`src/rtl/bt_rf_pkg.sv`:
```
// Shared definitions for the BT radio sequencer slice.
//   state_t : slot sequencer states
//   mode_t  : slot direction latched with the start pulse
//   *_DEF   : default timing/channel parameters (clk_6M domain)
//   max_u   : helper for sizing shared counters
package bt_rf_pkg;

  typedef enum logic [2:0] {
    IDLE,
    LOAD,
    SETTLE,
    ACTIVE,
    GUARD
  } state_t;

  typedef enum logic {
    MODE_TX = 1'b0,
    MODE_RX = 1'b1
  } mode_t;

  localparam int unsigned SETTLE_CYC_DEF = 600;  // 100 us PLL settle
  localparam int unsigned GUARD_CYC_DEF  = 12;
  localparam int unsigned BIT_DIV_DEF    = 6;    // 1 Mb/s from 6 MHz
  localparam int unsigned MAX_CHAN_DEF   = 78;

  function automatic int unsigned max_u(input int unsigned a, input int unsigned b);
    return (a > b) ? a : b;
  endfunction

endpackage

```
`src/rtl/bt_rf_seq_bit_timer.sv`:
```
// bt_bit_timer: air-bit divider for the ACTIVE window.
//   clk_6M, rst : clock, async active-high reset
//   clr         : window is being entered; counter restarts at 0
//   run         : window continues into the next cycle
//   active      : sequencer is currently in the window
//   bit_p       : registered strobe, high in every cycle whose count is 0
//   mid_p       : combinational mid-bit sample strobe (count == BIT_DIV/2)
module bt_bit_timer
  import bt_rf_pkg::*;
#(
  parameter int unsigned BIT_DIV = BIT_DIV_DEF
) (
  input  logic clk_6M,
  input  logic rst,
  input  logic clr,
  input  logic run,
  input  logic active,
  output logic bit_p,
  output logic mid_p
);

  localparam int unsigned BW = (BIT_DIV > 1) ? $clog2(BIT_DIV) : 1;
  localparam logic [BW-1:0] LAST = BW'(BIT_DIV - 1);
  localparam logic [BW-1:0] MID  = BW'(BIT_DIV / 2);

  logic [BW-1:0] bcnt;

  // bit_p is registered, so it is derived from the count the next cycle will hold
  always_ff @(posedge clk_6M or posedge rst) begin
    if (rst) begin
      bcnt  <= '0;
      bit_p <= 1'b0;
    end else begin
      if (clr)
        bcnt <= '0;
      else if (run)
        bcnt <= (bcnt == LAST) ? '0 : bcnt + 1'b1;
      bit_p <= clr | (run & (bcnt == LAST));
    end
  end

  assign mid_p = active & (bcnt == MID);

endmodule

```
`src/rtl/bt_rf_seq.sv`:
```
// bt_rf_seq: per-slot radio sequencer between baseband slot control and the
// BT radio model. Loads the hop channel, waits PLL settle, opens a TX/RX
// window of win_len cycles with 1 Mb/s bit timing, then a guard ramp-down.
//   clk_6M, rst            : 6 MHz clock, async active-high reset
//   start_tx_p/start_rx_p  : slot requests (chan, win_len sampled with them)
//   abort_p                : abort current slot
//   tx_data_in / txbit     : TX bit from baseband / to radio
//   rxbitin / rx_bit       : RX bit from radio / sampled to baseband
//   k, rxk, loadfreq_p     : radio channel and frequency-load pulse
//   txen, rxen             : radio enables
//   bit_p, rx_valid_p      : bit-boundary strobe, RX bit valid pulse
//   busy, done_p, err_p, aborted_p : slot status
module bt_rf_seq
  import bt_rf_pkg::*;
#(
  parameter int unsigned SETTLE_CYC = SETTLE_CYC_DEF,
  parameter int unsigned GUARD_CYC  = GUARD_CYC_DEF,
  parameter int unsigned BIT_DIV    = BIT_DIV_DEF,
  parameter int unsigned MAX_CHAN   = MAX_CHAN_DEF
) (
  input  logic        clk_6M,
  input  logic        rst,
  input  logic        start_tx_p,
  input  logic        start_rx_p,
  input  logic        abort_p,
  input  logic [6:0]  chan,
  input  logic [15:0] win_len,
  input  logic        tx_data_in,
  input  logic        rxbitin,
  output logic [6:0]  k,
  output logic [6:0]  rxk,
  output logic        loadfreq_p,
  output logic        txen,
  output logic        rxen,
  output logic        txbit,
  output logic        bit_p,
  output logic        rx_bit,
  output logic        rx_valid_p,
  output logic        busy,
  output logic        done_p,
  output logic        err_p,
  output logic        aborted_p
);

  localparam int unsigned CW = $clog2(max_u(SETTLE_CYC, GUARD_CYC) + 1);
  localparam logic [CW-1:0] SETTLE_LAST = CW'(SETTLE_CYC - 1);
  localparam logic [CW-1:0] GUARD_LAST  = CW'(GUARD_CYC - 1);
  localparam logic [6:0]    MAX_CHAN_V  = 7'(MAX_CHAN);

  state_t        state, state_d;
  mode_t         mode_q;
  logic [CW-1:0] cnt;
  logic [15:0]   win_cnt;
  logic          start_ok, start_bad, do_abort;
  logic          tmr_clr, tmr_run, mid_p;
  logic          loadfreq_d, txen_d, rxen_d, busy_d, done_d, err_d, aborted_d;

  // State register
  always_ff @(posedge clk_6M or posedge rst) begin
    if (rst) state <= IDLE;
    else     state <= state_d;
  end

  // Next-state logic; abort overrides every other transition
  always_comb begin
    start_ok  = 1'b0;
    start_bad = 1'b0;
    do_abort  = abort_p && (state != IDLE);
    state_d   = state;
    case (state)
      IDLE: begin
        if (start_tx_p || start_rx_p) begin
          if ((start_tx_p ^ start_rx_p) && (chan <= MAX_CHAN_V)) begin
            start_ok = 1'b1;
            state_d  = LOAD;
          end else begin
            start_bad = 1'b1;
          end
        end
      end
      LOAD:   state_d = SETTLE;
      SETTLE: if (cnt == '0) state_d = (win_cnt == '0) ? GUARD : ACTIVE;
      // win_cnt counts remaining window cycles including the current one
      ACTIVE: if (win_cnt == 16'd1) state_d = GUARD;
      GUARD:  if (cnt == '0) state_d = IDLE;
      default: state_d = IDLE;
    endcase
    if (do_abort) state_d = IDLE;
  end

  // Output logic: next-cycle values for the registered outputs
  always_comb begin
    loadfreq_d = (state_d == LOAD);
    txen_d     = (state_d == ACTIVE) && (mode_q == MODE_TX);
    rxen_d     = (state_d == ACTIVE) && (mode_q == MODE_RX);
    busy_d     = (state_d != IDLE);
    done_d     = (state == GUARD) && (cnt == '0) && !do_abort;
    err_d      = start_bad;
    aborted_d  = do_abort;
  end

  assign tmr_clr = (state_d == ACTIVE) && (state != ACTIVE);
  assign tmr_run = (state_d == ACTIVE) && (state == ACTIVE);

  bt_bit_timer #(.BIT_DIV(BIT_DIV)) u_bit_timer (
    .clk_6M (clk_6M),
    .rst    (rst),
    .clr    (tmr_clr),
    .run    (tmr_run),
    .active (state == ACTIVE),
    .bit_p  (bit_p),
    .mid_p  (mid_p)
  );

  // Datapath and registered outputs
  always_ff @(posedge clk_6M or posedge rst) begin
    if (rst) begin
      mode_q     <= MODE_TX;
      cnt        <= '0;
      win_cnt    <= '0;
      k          <= '0;
      rxk        <= '0;
      txbit      <= 1'b0;
      rx_bit     <= 1'b0;
      rx_valid_p <= 1'b0;
      loadfreq_p <= 1'b0;
      txen       <= 1'b0;
      rxen       <= 1'b0;
      busy       <= 1'b0;
      done_p     <= 1'b0;
      err_p      <= 1'b0;
      aborted_p  <= 1'b0;
    end else begin
      if (start_ok) begin
        mode_q  <= start_rx_p ? MODE_RX : MODE_TX;
        k       <= chan;
        rxk     <= chan;
        win_cnt <= win_len;
      end else if (state == ACTIVE) begin
        win_cnt <= win_cnt - 16'd1;
      end

      if (state == LOAD)
        cnt <= SETTLE_LAST;
      else if ((state_d == GUARD) && (state != GUARD))
        cnt <= GUARD_LAST;
      else if (cnt != '0)
        cnt <= cnt - 1'b1;

      // bit_p is only ever high inside the window
      if (bit_p && (mode_q == MODE_TX) && !do_abort)
        txbit <= tx_data_in;

      rx_valid_p <= mid_p && (mode_q == MODE_RX) && !do_abort;
      if (mid_p && (mode_q == MODE_RX) && !do_abort)
        rx_bit <= rxbitin;

      loadfreq_p <= loadfreq_d;
      txen       <= txen_d;
      rxen       <= rxen_d;
      busy       <= busy_d;
      done_p     <= done_d;
      err_p      <= err_d;
      aborted_p  <= aborted_d;
    end
  end

endmodule
```
`config.mk`:
```
export PLATFORM = sky130hd
export DESIGN_NAME = bt_rf_seq
export DESIGN_NICKNAME = d
export VERILOG_FILES = /design/src/rtl/bt_rf_pkg.sv /design/src/rtl/bt_rf_seq_bit_timer.sv /design/src/rtl/bt_rf_seq.sv
export SDC_FILE = /design/constraint.sdc
export NUM_CORES = 1
export LEC_CHECK = 0
export ABC_AREA = 1
export CAP_MARGIN = 20
export CORE_UTILIZATION = 48
export CTS_BUF_LIST = sky130_fd_sc_hd__clkbuf_4 sky130_fd_sc_hd__clkbuf_8
export DETAILED_ROUTE_END_ITERATION = 10
export PLACE_DENSITY = 0.78
export REMOVE_ABC_BUFFERS = 1
export SYNTH_ARGS = -nofsm -noshare
export SYNTH_HDL_FRONTEND = slang
export SYNTH_SLANG_ARGS = --single-unit
```
`constraint.sdc`:
```
create_clock -name clk_6M -period 1.6 [get_ports clk_6M]
set_clock_uncertainty 0.1 [all_clocks]
set_input_delay 0.24 -clock clk_6M [delete_from_list [all_inputs] [get_ports clk_6M]]
set_output_delay 0.24 -clock clk_6M [all_outputs]
set_load 0.02 [all_outputs]
```
# Word level (Yosys, flattened, before mapping)
# Cells that the tools add are included.
# W data, S select, Z words.
dict set report op_classes {
  addsub 3
  order_cmp 1
  n_eq_ne 12
  n_mux 23
  n_bitwise 5
  n_reduce_logical 24
}
# op n
set op_table {}
lappend op_table {{$mux W16} 2}
lappend op_table {{$mux W10} 3}
lappend op_table {{$mux W3} 10}
lappend op_table {{$eq A16 B1 Y1 const B} 1}
lappend op_table {{$logic_not A16 Y1} 1}
lappend op_table {{$sub A16 B1 Y16 const B} 1}
lappend op_table {{$pmux W3 S5} 1}
lappend op_table {{$logic_and A1 B1 Y1} 13}
lappend op_table {{$eq A3 B2 Y1 const B} 4}
lappend op_table {{$logic_not A10 Y1} 1}
lappend op_table {{$reduce_bool A10 Y1} 1}
lappend op_table {{$sub A10 B1 Y10 const B} 1}
lappend op_table {{$eq A3 B3 Y1 const B} 3}
lappend op_table {{$reduce_bool A3 Y1} 3}
lappend op_table {{$le A7 B7 Y1 const B} 1}
lappend op_table {{$mux W1} 7}
lappend op_table {{$eq A3 B1 Y1 const B} 2}
lappend op_table {{$reduce_bool A2 Y1} 2}
lappend op_table {{$add A3 B1 Y3 const B} 1}
lappend op_table {{$logic_not A3 Y1} 1}
lappend op_table {{$ne A3 B2 Y1 const B} 1}
lappend op_table {{$ne A3 B3 Y1 const B} 1}
lappend op_table {{$and A1 B1 Y1} 2}
lappend op_table {{$logic_not A1 Y1} 1}
lappend op_table {{4 further kinds} 4}
dict set report word_totals {
  reg_bits 51
  inputBits 30
  output_inout_bits 25
}

# Depth between registers and ports, before layout
# Gate-level depths: netlist of the first run.
dict set report depth {
  ltp_word 10
  depth_mapped 12
  mapped_depth_nobuf 12
}

# Cells and area by module
# A second synthesis of the first run with hierarchy kept.
dict set report hier_totals {
  cells_unflattened 354
  area_unflattened_um2 2876.5
}
# module n_inst cells_each area_each_um2 seq_area_each_um2
set by_module_without_submodules {}
lappend by_module_without_submodules {bt_rf_seq 1 324 2660.1 1176.1}
lappend by_module_without_submodules {bt_bit_timer 1 30 216.5 100.1}

# Worst setup path before layout of the first run
# Ideal clock, no wire load.
dict set report synth_timing {
  path_type {register -> register}
  startpoint {register cnt[0]}
  endpoint {register u_bit_timer.bcnt[1]}
  setup_ns 0.116
  arrival_time_ns 1.431
  required_ns 1.384
  setup_slack_ns -0.048
  stages_incl_launch_ff 12
  path_buffers 0
  period_less_slack_ns 1.648
  path_cell_list {dfrtp_1 inv_1 ha_1 nand2_2 nor2_4 nand3_4 a21oi_1 nand3_2 nand3_4 nor2_4 nand2_1 nand2_1}
}
dict set report synth_via {
  elab_chain_len 7
}
# element line
set synth_lines {}
lappend synth_lines {{from (decl)} bt_rf_seq.sv:52} ;# logic [CW-1:0] cnt;
lappend synth_lines {{from (signal assigned)} bt_rf_seq.sv:148} ;# cnt <= cnt - 1'b1;
lappend synth_lines {{$logic_not A10 Y1 (*)} {bt_rf_seq.sv:82, bt_rf_seq.sv:85}}
lappend synth_lines {{$mux W3 (on tied branches)} {bt_rf_seq.sv:85, bt_rf_seq.sv:82}}
lappend synth_lines {{$pmux W3 S5 (*)} bt_rf_seq.sv:70} ;# case (state)
lappend synth_lines {{$mux W3 (*)} bt_rf_seq.sv:88} ;# if (do_abort) state_d = IDLE;
lappend synth_lines {{$eq A3 B2 Y1 (*)} {bt_rf_seq.sv:102, bt_rf_seq.sv:103}}
lappend synth_lines {{$logic_and A1 B1 Y1 (on tied branches)} {bt_rf_seq.sv:102, bt_rf_seq.sv:103}}
lappend synth_lines {{$mux W3 or $reduce_bool A2 Y1 (tied branches)} -}
lappend synth_lines {{to (signal assigned)} bt_rf_seq_bit_timer.sv:37} ;# bcnt <= (bcnt == LAST) ? '0 : bcnt + 1'b1;
lappend synth_lines {{to (decl)} bt_rf_seq_bit_timer.sv:26} ;# logic [BW-1:0] bcnt;
# Every way passes the cells marked *; elsewhere a longest branch is shown, timed or not.
# A chain may end at the register's enable or synchronous reset.

# Worst setup path in the final report of the first run
dict set report layout_timing {
  startpoint {register cnt[0]}
  endpoint {register cnt[5]}
}
dict set report layout_via {
  elab_chain_len 8
}
# element line
set layout_lines {}
lappend layout_lines {{$logic_not A10 Y1} {bt_rf_seq.sv:82, bt_rf_seq.sv:85}}
lappend layout_lines {{$mux W3 (on tied branches)} {bt_rf_seq.sv:85, bt_rf_seq.sv:82}}
lappend layout_lines {{$pmux W3 S5} bt_rf_seq.sv:70}
lappend layout_lines {{$mux W3} bt_rf_seq.sv:88}
lappend layout_lines {{$eq A3 B3 Y1} bt_rf_seq.sv:145} ;# else if ((state_d == GUARD) && (state != GUARD))
lappend layout_lines {{$logic_and A1 B1 Y1} bt_rf_seq.sv:145}
lappend layout_lines {{$mux W10} bt_rf_seq.sv:145}
lappend layout_lines {{$mux W10} bt_rf_seq.sv:143} ;# if (state == LOAD)
# Several ways; a longest one is shown, not always the timed one. The select of a mux whose other input is x is not followed.

==> results of run 1 <==
[cell families (layout without fill, tap and decap cells)]
group / count (synthesis) / in the layout
adder cells (fa/ha/maj): 6 / 6
AO/OA/AOI/OAI: 29 / 29
AND/OR/NAND/NOR: 180 / 180
XOR/XNOR: 16 / 16
flip-flops: 51 / 51
buffers and inverters: 65 / 172
multiplexers: 1 / 1
[power by group]
group,switching (mW),internal [mW],leakage (nW)
registers,0.405,1.76,0.630
logic,1.94,1.62,1.49
clock network,0.463,0.306,0.0402
[final cells by class]
| class | instances | area, um2 |
|---|---|---|
| multi-input combinational | 232 | 1490 |
| fill | 358 | 1369 |
| sequential | 51 | 1277 |
| timing repair buffer | 113 | 1057 |
| inverter | 51 | 201.4 |
| tap | 72 | 90.09 |
| clock buffer | 5 | 68.82 |
| clock inverter | 3 | 20.02 |
[cell usage in the layout (no fill, tap or decap), drive strengths merged, types with 2 or more instances in the layout]
master	instances
dfrtp	51
nor2	43
o221ai	2
nand3	29
clkbuf	5
nand4	4
clkinvlp	2
clkdlybuf4s50	29
dlymetal6s2s	6
nor3	3
xor2	13
a31oi	2
a21oi	5
nand2	98
buf	59
inv	51
dlygate4sd2	19
nand3b	2
ha	6
o21ai	11
o211ai	6
xnor2	3
[critical path, delay by kind of cell (launching register included)]
family,cells,cell delay [ns]
buf+inv,1,0.10
flops,1,0.41
fa+ha+maj,1,0.16
simple gates,9,0.96
[sequential cells by signal, indices dropped and copies added, names as in the netlist]
| signal | cells |
|---|---|
| mode_q | 1 |
| rx_valid_p | 1 |
| u_bit_timer.bit_p | 1 |
| u_bit_timer.bcnt | 3 |
| txen | 1 |
| txbit | 1 |
| win_cnt | 16 |
| rxk | 7 |
| loadfreq_p | 1 |
| cnt | 10 |
| aborted_p | 1 |
| rxen | 1 |
| done_p | 1 |
| err_p | 1 |
| rx_bit | 1 |
| state | 3 |
| busy | 1 |
[path summary, 6_finish.rpt]
path,startpoint,end,slack (ns)
setup / recovery,cnt[0],cnt[5],-0.25
hold / removal,rst,win_cnt[3],0.12
setup reg to reg,cnt[0],cnt[5],-0.25
hold reg to reg,rxk[1],rxk[1],0.41
max in group asynchronous,rst,win_cnt[0],0.82
min in group clk_6M,rxbitin,rx_bit,0.36
[what timing repair did]
item | 4_1_cts | 5_1_grt
setup endpoints to repair | 49 | 49
pin swaps | 6 | 23
gates cloned | 0 | 1
buffers inserted | 4 | 20
gates resized for setup | 44 | 59
[stage by stage]
| step | hold slack (ns) | utilization (%) | cell area, um2 | power (mW) |
|---|---|---|---|---|
| after detailed placement | 0.3647 | 65.81 | 3669 | 5.010 |
| after global routing | 0.1443 | 75.44 | 4205 | 6.874 |
| after floorplan | 0.2135 | - | 2738 | 3.720 |
| final | 0.1203 | 75.44 | 4205 | 6.496 |
| after global placement | 0.3643 | 65.81 | 3669 | 4.924 |
| after CTS | 0.1294 | 69.20 | 3857 | 5.839 |
[metal layers]
layer | vias up | routed length [um]
li1 | 1302 | -
met1 | 1310 | 3200
met2 | 107 | 4195
met3 | 39 | 437
met4 | 0 | 337
met5 | - | 0
==> out/results.ini, run 1 <==
[cts]
clk_path_buf_depth = 2
htreeDepth = 2
cts_tree = done
clk_pin_slew_worst_paths_ns = 0.10
cts_buffers = 5
clkSinkCount = 51
clock_latency_ns = 0.31
root_buffer = clkbuf_8
ctsHoldBuffers = 0

[yosys]
synthCells = 348
yosysTopAreaCellShare_pct = 45.21
synth_edf_count = 0
synth_top_family_by_area = simple AND/OR/NAND/NOR gates
yosysSeqAreaShare_pct = 45.21
syn_area_um2 = 2823
yosysMostFrequentCell = nand2_1
syn_area_per_cell_um2 = 8.111
yosys-top-cells-count = nand2_1, dfrtp_1, inv_1
synth_top_cell_by_area = dfrtp_1
synth_fa_ha_area_share_pct = 2.660
synth_cell_types = 31
synth_xor_area_share_pct = 4.965
synth-seq-cells = 51
synth.area.top_cells = dfrtp_1, nand2_1, inv_1, nor2_1, xor2_1
synth_compound_area_share_pct = 6.250
synth_ff_type = dfrtp_1
muxShareOfSynthArea_pct = 0.3989
ys_warn_count = 0
synth-simple-area-share_pct = 30.72
async_flop_share_pct = 100.0

[worst_setup_path]
cp.arrival_ns = 1.96
path_max_fanout = 6
critPathRequiredTime_ns = 1.71
path_class = register to register
critPathSlowestCell = dfrtp_1
critical_path.cell_chain = inv_2, ha_4, nand2_4, nor2_4, nand3_4, nor2_4, nand3_1, nand3_2, nand3_4, nand2_4, nor2_1
worstRegToRegCells = 11
setup.worst_path.start_class = register
critical-path-max-stage-delay_ns = 0.41
endpoint_kind = register

[sta]
setup_tns_ns = -3.702
post-route-min-period_ns = 1.848
drv_slew = 0
tightest_slew_ns = 0.3928
max_freq_mhz = 541.2
rsz0062_at_grt = true
worst_slack_ns = -0.2479
finalSetupViolations = 25
slew_headroom_pct = 73.77
fin_crit_sh_pct = 115.5
hold_violations = 0

[run]
maxCapViolCount = 0

[route]
detail_route.wl_per_cell_um = 15.50
drtPass1Iterations = 5
dr_total_vias = 2758
viasPerCell = 5.233
drc_errors = 0
wl_um = 8171
postRouteAntennaNets = 0
drt_iter0_drc = 211

[placed_design]
dp.cells = 495
dpl_worst_slack_ns = -0.3365
io_buffer_count = 54
hpwl_um = 4800
gp_congestion = 0.8097

[global_route]
grt_pass1_wl_um = 11230
antenna_found_initial = 0
grt_start_max_net_pins = 24
grtUsageMet2_pct = 40.43
grt_usage_pct = 23.54
grt_pass1_vias = 2557
use_met3_pct = 4.186
grt-busiest-layer = met2
grt-ovfl-total = 0
use_met1_pct = 28.79

[floorplanning]
die_area_um2 = 6191
fp.dieH_um = 78.69
initial_core_util_pct = 50.64
io_pins = 55
row_count = 27
die_w_um = 78.69
core_area_um2 = 5574

[finish]
instances_no_fill = 527
drive_gt1_share_pct = 31.43
nNetsFinal = 490
syn2layout_area_growth_pct = 48.98
diodes = 0

[pwr]
irDropWorstVdd_mv = 1.011
powerDensity_nw_per_um2 = 1545
p_leak_nw = 2.158

[status]
run_status = finished, violations left
violations = negative setup slack

[min_path]
hold_path.class = primary input to async pin

Power figures use the tool's default switching activity.
==> run 2, diff against run 1 <==
- CAP_MARGIN: 20 -> 0
==> results of run 2 <==
Final layout, timing and power as in run 1 (identical DEF).
